File: src/rtl/page_walker.sv
// page_walker: two-level hardware page-table walker feeding a TLB.
// A TLB miss (VPN) is accepted when idle. The walker then reads the level-1 and
// level-2 PTEs over a request/response memory port. It finishes with a one-cycle
// TLB fill strobe or a one-cycle page-fault pulse. Only one walk runs at a time.
// Optional build macro PAGE_WALKER_SUPERPAGE_EN: a valid level-1 PTE with the L
// bit set ends the walk as a superpage leaf. A misaligned superpage faults.
//
// Handshakes: a request transfers on a clock edge where mem_req_valid and
// mem_req_ready are both high. While mem_req_valid is high, mem_req_addr is held
// stable. A miss transfers on an edge where miss_valid and miss_ready are both
// high. mem_resp_valid is honoured only in the cycles after the request handshake.
// Address layout assumes page_offset_bits == level_bits + 2 (4-byte PTEs).
module page_walker #(
    parameter int ram_address_width = 32,
    parameter int page_offset_bits  = 12,
    parameter int level_bits        = 10,
    parameter int pte_width         = 32,
    localparam int paw              = ram_address_width - page_offset_bits
) (
    input  logic                         clk,
    input  logic                         rst,
    input  logic [paw-1:0]               root_ppn,
    input  logic                         miss_valid,
    output logic                         miss_ready,
    input  logic [paw-1:0]               miss_vpn,
    output logic                         mem_req_valid,
    input  logic                         mem_req_ready,
    output logic [ram_address_width-1:0] mem_req_addr,
    input  logic                         mem_resp_valid,
    input  logic [pte_width-1:0]         mem_resp_data,
    output logic                         tlb_write_enable,
    output logic [paw-1:0]               tlb_key,
    output logic [paw-1:0]               tlb_value,
    output logic                         fault,
    output logic [paw-1:0]               fault_vpn,
    output logic                         busy,
    output logic [2:0]                   dbg_state
);

    typedef enum logic [2:0] {
        IDLE    = 3'd0,
        L1_REQ  = 3'd1,
        L1_WAIT = 3'd2,
        L2_REQ  = 3'd3,
        L2_WAIT = 3'd4,
        RESP    = 3'd5
    } state_t;

    state_t         state, state_next;
    logic [paw-1:0] vpn_q;
    logic [paw-1:0] root_q;
    logic [paw-1:0] l1_ppn_q;
    logic           res_fault_q;

    // PTE fields of the incoming response
    logic           pte_v;
    logic [paw-1:0] pte_ppn;
    logic           unused_pte_bits;
    assign pte_v           = mem_resp_data[0];
    assign pte_ppn         = mem_resp_data[pte_width-1 -: paw];
    assign unused_pte_bits = ^mem_resp_data;

`ifdef PAGE_WALKER_SUPERPAGE_EN
    logic           pte_l;
    logic           sp_misaligned;
    logic [paw-1:0] sp_ppn;
    assign pte_l         = mem_resp_data[1];
    assign sp_misaligned = |mem_resp_data[page_offset_bits +: level_bits];
    assign sp_ppn        = {mem_resp_data[pte_width-1 -: level_bits], vpn_q[level_bits-1:0]};
`endif

    // State register; reset aborts any walk and drops outstanding responses
    always_ff @(posedge clk) begin
        if (rst) state <= IDLE;
        else     state <= state_next;
    end

    // Next-state logic
    always_comb begin
        state_next = state;
        case (state)
            IDLE:    if (miss_valid) state_next = L1_REQ;
            L1_REQ:  if (mem_req_ready) state_next = L1_WAIT;
            L1_WAIT: begin
                if (mem_resp_valid) begin
                    if (!pte_v) state_next = RESP;
`ifdef PAGE_WALKER_SUPERPAGE_EN
                    else if (pte_l) state_next = RESP;
`endif
                    else state_next = L2_REQ;
                end
            end
            L2_REQ:  if (mem_req_ready) state_next = L2_WAIT;
            L2_WAIT: if (mem_resp_valid) state_next = RESP;
            RESP:    state_next = IDLE;
            default: state_next = IDLE;
        endcase
    end

    // Outputs decoded from the current state
    always_comb begin
        miss_ready       = (state == IDLE);
        busy             = (state != IDLE);
        mem_req_valid    = (state == L1_REQ) || (state == L2_REQ);
        mem_req_addr     = '0;
        tlb_write_enable = (state == RESP) && !res_fault_q;
        fault            = (state == RESP) && res_fault_q;
        dbg_state        = state;
        if (state == L1_REQ)
            mem_req_addr = {root_q, vpn_q[2*level_bits-1:level_bits], 2'b00};
        else if (state == L2_REQ)
            mem_req_addr = {l1_ppn_q, vpn_q[level_bits-1:0], 2'b00};
    end

    // Walk context and result registers; results are loaded on the way into RESP
    always_ff @(posedge clk) begin
        if (rst) begin
            vpn_q       <= '0;
            root_q      <= '0;
            l1_ppn_q    <= '0;
            res_fault_q <= 1'b0;
            tlb_key     <= '0;
            tlb_value   <= '0;
            fault_vpn   <= '0;
        end else begin
            case (state)
                IDLE: begin
                    if (miss_valid) begin
                        vpn_q  <= miss_vpn;
                        root_q <= root_ppn;
                    end
                end
                L1_WAIT: begin
                    if (mem_resp_valid) begin
                        if (!pte_v) begin
                            res_fault_q <= 1'b1;
                            fault_vpn   <= vpn_q;
                        end
`ifdef PAGE_WALKER_SUPERPAGE_EN
                        else if (pte_l) begin
                            if (sp_misaligned) begin
                                res_fault_q <= 1'b1;
                                fault_vpn   <= vpn_q;
                            end else begin
                                res_fault_q <= 1'b0;
                                tlb_key     <= vpn_q;
                                tlb_value   <= sp_ppn;
                            end
                        end
`endif
                        else begin
                            l1_ppn_q <= pte_ppn;
                        end
                    end
                end
                L2_WAIT: begin
                    if (mem_resp_valid) begin
                        if (!pte_v) begin
                            res_fault_q <= 1'b1;
                            fault_vpn   <= vpn_q;
                        end else begin
                            res_fault_q <= 1'b0;
                            tlb_key     <= vpn_q;
                            tlb_value   <= pte_ppn;
                        end
                    end
                end
                default: ;
            endcase
        end
    end

endmodule

File: config.mk
export PLATFORM = sky130hd
export DESIGN_NAME = page_walker
export DESIGN_NICKNAME = d
export VERILOG_FILES = /design/src/rtl/page_walker.sv
export SDC_FILE = /design/constraint.sdc
export NUM_CORES = 1
export LEC_CHECK = 0
export CAP_MARGIN = 10
export CORE_MARGIN = 10
export CORE_UTILIZATION = 45
export DETAILED_ROUTE_END_ITERATION = 16
export PLACE_DENSITY = 0.91
export SYNTH_ARGS = -nofsm -noshare
export SYNTH_HDL_FRONTEND = slang
export SYNTH_SLANG_ARGS = --single-unit
File: constraint.sdc
create_clock -name clk -period 1.91 [get_ports clk]
set_clock_uncertainty 0.15 [all_clocks]
set_input_delay 0.382 -clock clk [delete_from_list [all_inputs] [get_ports clk]]
set_output_delay 0.382 -clock clk [all_outputs]
set_load 0.05 [all_outputs]
Yosys cells after proc, flatten, opt, wreduce, memory -nomap -nowiden
Index checks and enable logic that the tools add are counted.

Bits in registers: 124. Bits of input ports: 77. Output and inout port bits: 100. Word-level logic and storage cells: 48.

Equality and inequality tests: 11. Muxes and demuxes: 14. Bitwise logic cells: 1. Reduce and logical (&&, ||, !) cells: 14.

Operator list (count): two-way mux 32 bit (2); two-way mux 3 bit (6); one-hot mux 3 bit (5 select lines) (1); inequality test 2 bit, second input constant (6); AND reduction 3 bit (3); == test 3 x 2 -> 1 bit, second input constant (2); == test 3 bit, second input constant (2); AND reduction 5 bit (1); two-way mux 1 bit (4); AND reduction 4 bit (1); == test 3 x 1 -> 1 bit, second input constant (1); zero test 3 bit (1); nonzero test 3 bit (1); logical AND 1 bit (2); one-hot mux 1 bit (2 select lines) (1); AND reduction 2 bit (1); nonzero test 2 bit (1); OR reduction 2 bit (1); zero test 1 bit (1); logical OR 1 bit (1); NOT 1 bit (1).

Depth between registers and ports, before layout
Depth after elaboration: 3. Gate-level depth with buffers: 6. Gate-level depth less buffers: 4.

Least setup slack after synthesis
OpenSTA, ideal clock, no wires.

Path type: register to output. Start: reg state[1], in the netlist dbg_state[1]. End: out mem_req_addr[10]. Data arrival time: 2.079 ns. Required time: 1.378 ns. Path slack: -0.701 ns. Stages on the path, launching flop included: 6. Buffers on the path: 3. Cells stage by stage: dfxtp_1 buf_2 buf_2 buf_2 mux2i_1 nor2_1.

Cells in the longest elaborated chain, start to end: 3. Elaborated cells on any way between the ends: 4. Those cells by class: eq/ne: 2; mux: 2.

RTL lines: start: declaration (RTL line 49) `state_t state, state_next;`; start signal: assignment (RTL line 75) `else state <= state_next;`; == test 3 x 2 -> 1 bit (RTL line 111) `else if (state == L2_REQ)`; two-way mux 32 bit (RTL line 111); two-way mux 32 bit * (RTL line 109) `if (state == L1_REQ)`; end: declaration (RTL line 28) `output logic [ram_address_width-1:0] mem_req_addr,`.

Mark *: on every way between the ends. The rest lies on a longest branch, timed or not.

Worst setup path in the final report
Start: reg state[1], in the netlist dbg_state[1]. End: out mem_req_addr[3].

The elaborated chain is that of the path after synthesis.

==> summary.txt <==
violated checks -> negative setup slack
fraction of final layout cells with drive strength greater than 1 -> 33.7%
CP bufs+invs -> 2
Max IR drop VDD -> 0.532 mV
CP arrival -> 1.58 ns
post-route cell area -> 8560 µm²
most area-consuming cells after synthesis -> dfxtp_1 (48%), mux2i_1 (21%), nand2_1 (15%), a21oi_1 (4.2%), nor2_1 (2.3%)
Num CTS Buffers -> 17
area taken by multi-input logic gates -> 2860 µm²
via-per-instance ratio -> 5.26
CTS tree -> yes
fmax -> 474 MHz
cell taking the most area after synthesis -> dfxtp_1
# diodes -> 0
CP Max Fanout -> 15
critical path's top delay family -> flip-flops
Reg power frac -> 37.4%
Ys Warns -> 0
outcome -> finished, violations left
worst stage delay on the critical path -> 0.40 ns
Max transition margin -> 65.1%
Min Clock Period, post-route -> 2.11 ns
largest net degree at the start of global routing -> 58
Hold Buf Count CTS -> 0
I/O Buffers -> 163
WL per Instance -> 19.5 µm
via count -> 4809
die height -> 127 µm
vias in the first global route -> 4864
Clk Latency, worst-skew pair -> 0.41 ns
post-synth cell types -> 30
Residual DRC -> 0
part of the power in combinational logic -> 18.0%
Slew Viols, Final -> 0
Tot GR Track Use -> 20.2%
clk sinks -> 124
placed inst area -> 7400 µm²
Pleak -> 3.47 nW
post-route ant nets -> 0
fin nets -> 836
mapped cell area -> 5150 µm²
Starting Density -> 45.5%
Sw Share -> 25.4%
fill cell total of the finished layout -> 723
Fin. Hold Viols -> 0
post-synthesis register bit count -> 124
Cell Int Power -> 5.50 mW
GRT overflow -> 0
Post-Synthesis Cells -> 586
maximum clock path buffer count -> 2
Worst Tran Pin Value -> 0.524 ns
final setup violating endpoints -> 34
Final Cycle Share -> 110%
Root Buffer -> clkbuf_16
worst path required time -> 1.38 ns
initial antenna violation count -> 0
GP Congestion -> 0.807
clock transition at the registers of the reported paths -> 0.05 ns
setup TNS -> -4.98 ns
clock network power share -> 44.6%
Initial DRC Count -> 338
Setup crit start kind -> register
crit-path cells -> buf_12 -> mux2i_2 -> nor2_4 -> buf_12
CP Capture Type -> output port
MaxCap Viol Count -> 0
Ports -> 177
RSZ-0062 raised after global routing -> true
fin worst setup slack -> -0.198 ns
first-pass GRT wire length -> 26.3 mm
depth of the CTS H-tree -> 4
sequential cell area fraction in the yosys report -> 48.2%
1st-pass router iterations -> 5
die width -> 127 µm
Register Area -> 2490 µm²
Switching Power -> 1.88 mW
critical path's slowest cell -> dfxtp_4
Site Rows -> 39
DP Wirelength -> 11.4 mm
Synth top area share -> 48.2%
pwr dens -> 862 nW/µm²
Hold WS -> 0.309 ns
Crit Path Category -> register to output port
crit-path most repeated cell -> buf_12
Core Box Area -> 11300 µm²
average size of a mapped cell -> 8.79 µm²
die area -> 16100 µm²
final WL -> 17.8 mm
Hold WC Path Type -> register to register
Area Growth Syn to Fin -> 66.3%
==> synth_stat cells, drive strengths merged <==
master and number:
nand2 201, o21bai 1, a22oi 1, xnor2 1
nor2b 2, o211a 1, buf 32, o221a 1
xor2 1, nor2 32, dfxtp 124, or3 1
conb 1, or4b 1, and3 1, nor3 4
nor4bb 1, nand2b 3, clkbuf 16, inv 3
a21oi 43, nand3 2, clkinv 1, nand4b 1
mux2i 110, nor4b 1
==> power groups by stage <==
stage / clock network, mW / registers [mW] / logic, mW
after floorplan: 0 / 2.79 / 0.628
after CTS: 3.33 / 2.74 / 1.16
final: 3.29 / 2.76 / 1.33
after global routing: 3.44 / 2.76 / 1.39
after global placement: 0 / 2.80 / 1.05
after detailed placement: 0 / 2.80 / 1.07
==> worst reg2reg max path, cell delays in order, from the launching register on <==
cell and delay [ns]:
dfxtp_4 0.37, buf_6 0.13, buf_6 0.12, or4b_4 0.65, clkbuf_16 0.22, nand2_1 0.06
a21oi_1 0.07
==> cell families after synthesis <==
group | synth area share (%)
AOI/OAI and AO/OA | 4.88
buffers and inverters | 5.74
xor gates and xnor gates | 0.340
and+or+nand+nor | 19.4
muxes | 21.4
DFF | 48.2
other | 0.0728
==> state kept, by name, summed over array words and instances (netlist names) <==
| signal | flops |
|---|---|
| dbg_state | 3 |
| fault_vpn | 20 |
| l1_ppn_q | 20 |
| res_fault_q | 1 |
| root_q | 20 |
| tlb_key | 20 |
| tlb_value | 20 |
| vpn_q | 20 |
==> what timing repair did <==
item / 4_1_cts / 5_1_grt
cloned: 1 / 6
pin swaps: 2 / 4
endpoints found under the setup margin: 35 / 79
setup buffers: 12 / 3
gates resized for setup: 20 / 60
==> layout by cell type (no fill, tap or decap), types with 2 or more instances in the layout <==
cell type,instances
buf_4,74
bufinv_16,3
clkbuf_1,2
a21oi_1,40
mux2i_4,5
clkbuf_16,21
clkbuf_8,5
conb_1,2
nor3_1,2
mux2i_1,83
a21oi_2,3
dfxtp_1,121
nor2_4,31
buf_6,7
clkinv_2,5
buf_12,47
nand3_1,2
nand2_2,17
mux2i_2,22
dfxtp_4,3
clkdlybuf4s50_1,64
nand2b_1,2
buf_8,3
nand2_1,183
==> path summary, 6_finish.rpt <==
| check | slack (ns) | from | cells past startpoint | end |
|---|---|---|---|---|
| hold reg to reg | 0.31 | fault_vpn[17]$_SDFFE_PP0P_ | 2 | fault_vpn[17]$_SDFFE_PP0P_ |
| setup / recovery | -0.20 | dbg_state[1]$_SDFFE_PP0P_ | 4 | mem_req_addr[3] |
| setup reg to reg | 0 | dbg_state[1]$_SDFFE_PP0P_ | 6 | root_q[10]$_SDFFE_PP0P_ |
| hold / removal | 0.31 | fault_vpn[17]$_SDFFE_PP0P_ | 2 | fault_vpn[17]$_SDFFE_PP0P_ |
==> per-layer routing <==
metal / vias up / part of all wire, % / GRT usage (%)
met2: 170 / 52 / 34.8
met3: 39 / 6.3 / 6.16
met5: - / 0 / 0
met4: 0 / 3.3 / 9.11
li1: 2274 / - / -
met1: 2326 / 38 / 22.3
==> through the flow <==
step	instances	power [mW]	setup slack, ns	utilization [%]
floorplan	587	3.42	0.0146	-
global placement	862	3.84	-0.133	65.3
detailed placement	862	3.88	-0.167	65.3
CTS	906	7.24	-0.157	72.5
global route	914	7.60	-0.238	75.6
finish	914	7.38	-0.198	75.6
==> area by class of cell <==
| class | count | share of cell area [%] |
|---|---|---|
| well taps | 143 | 2.09 |
| clock inverters | 7 | 1.29 |
| multi-input cells | 411 | 33.4 |
| flip-flops and latches | 124 | 29.1 |
| repair buffers | 201 | 28.0 |
| inverters | 4 | 0.263 |
| clock buffers | 24 | 5.86 |
(Power assumes the default switching activity.)
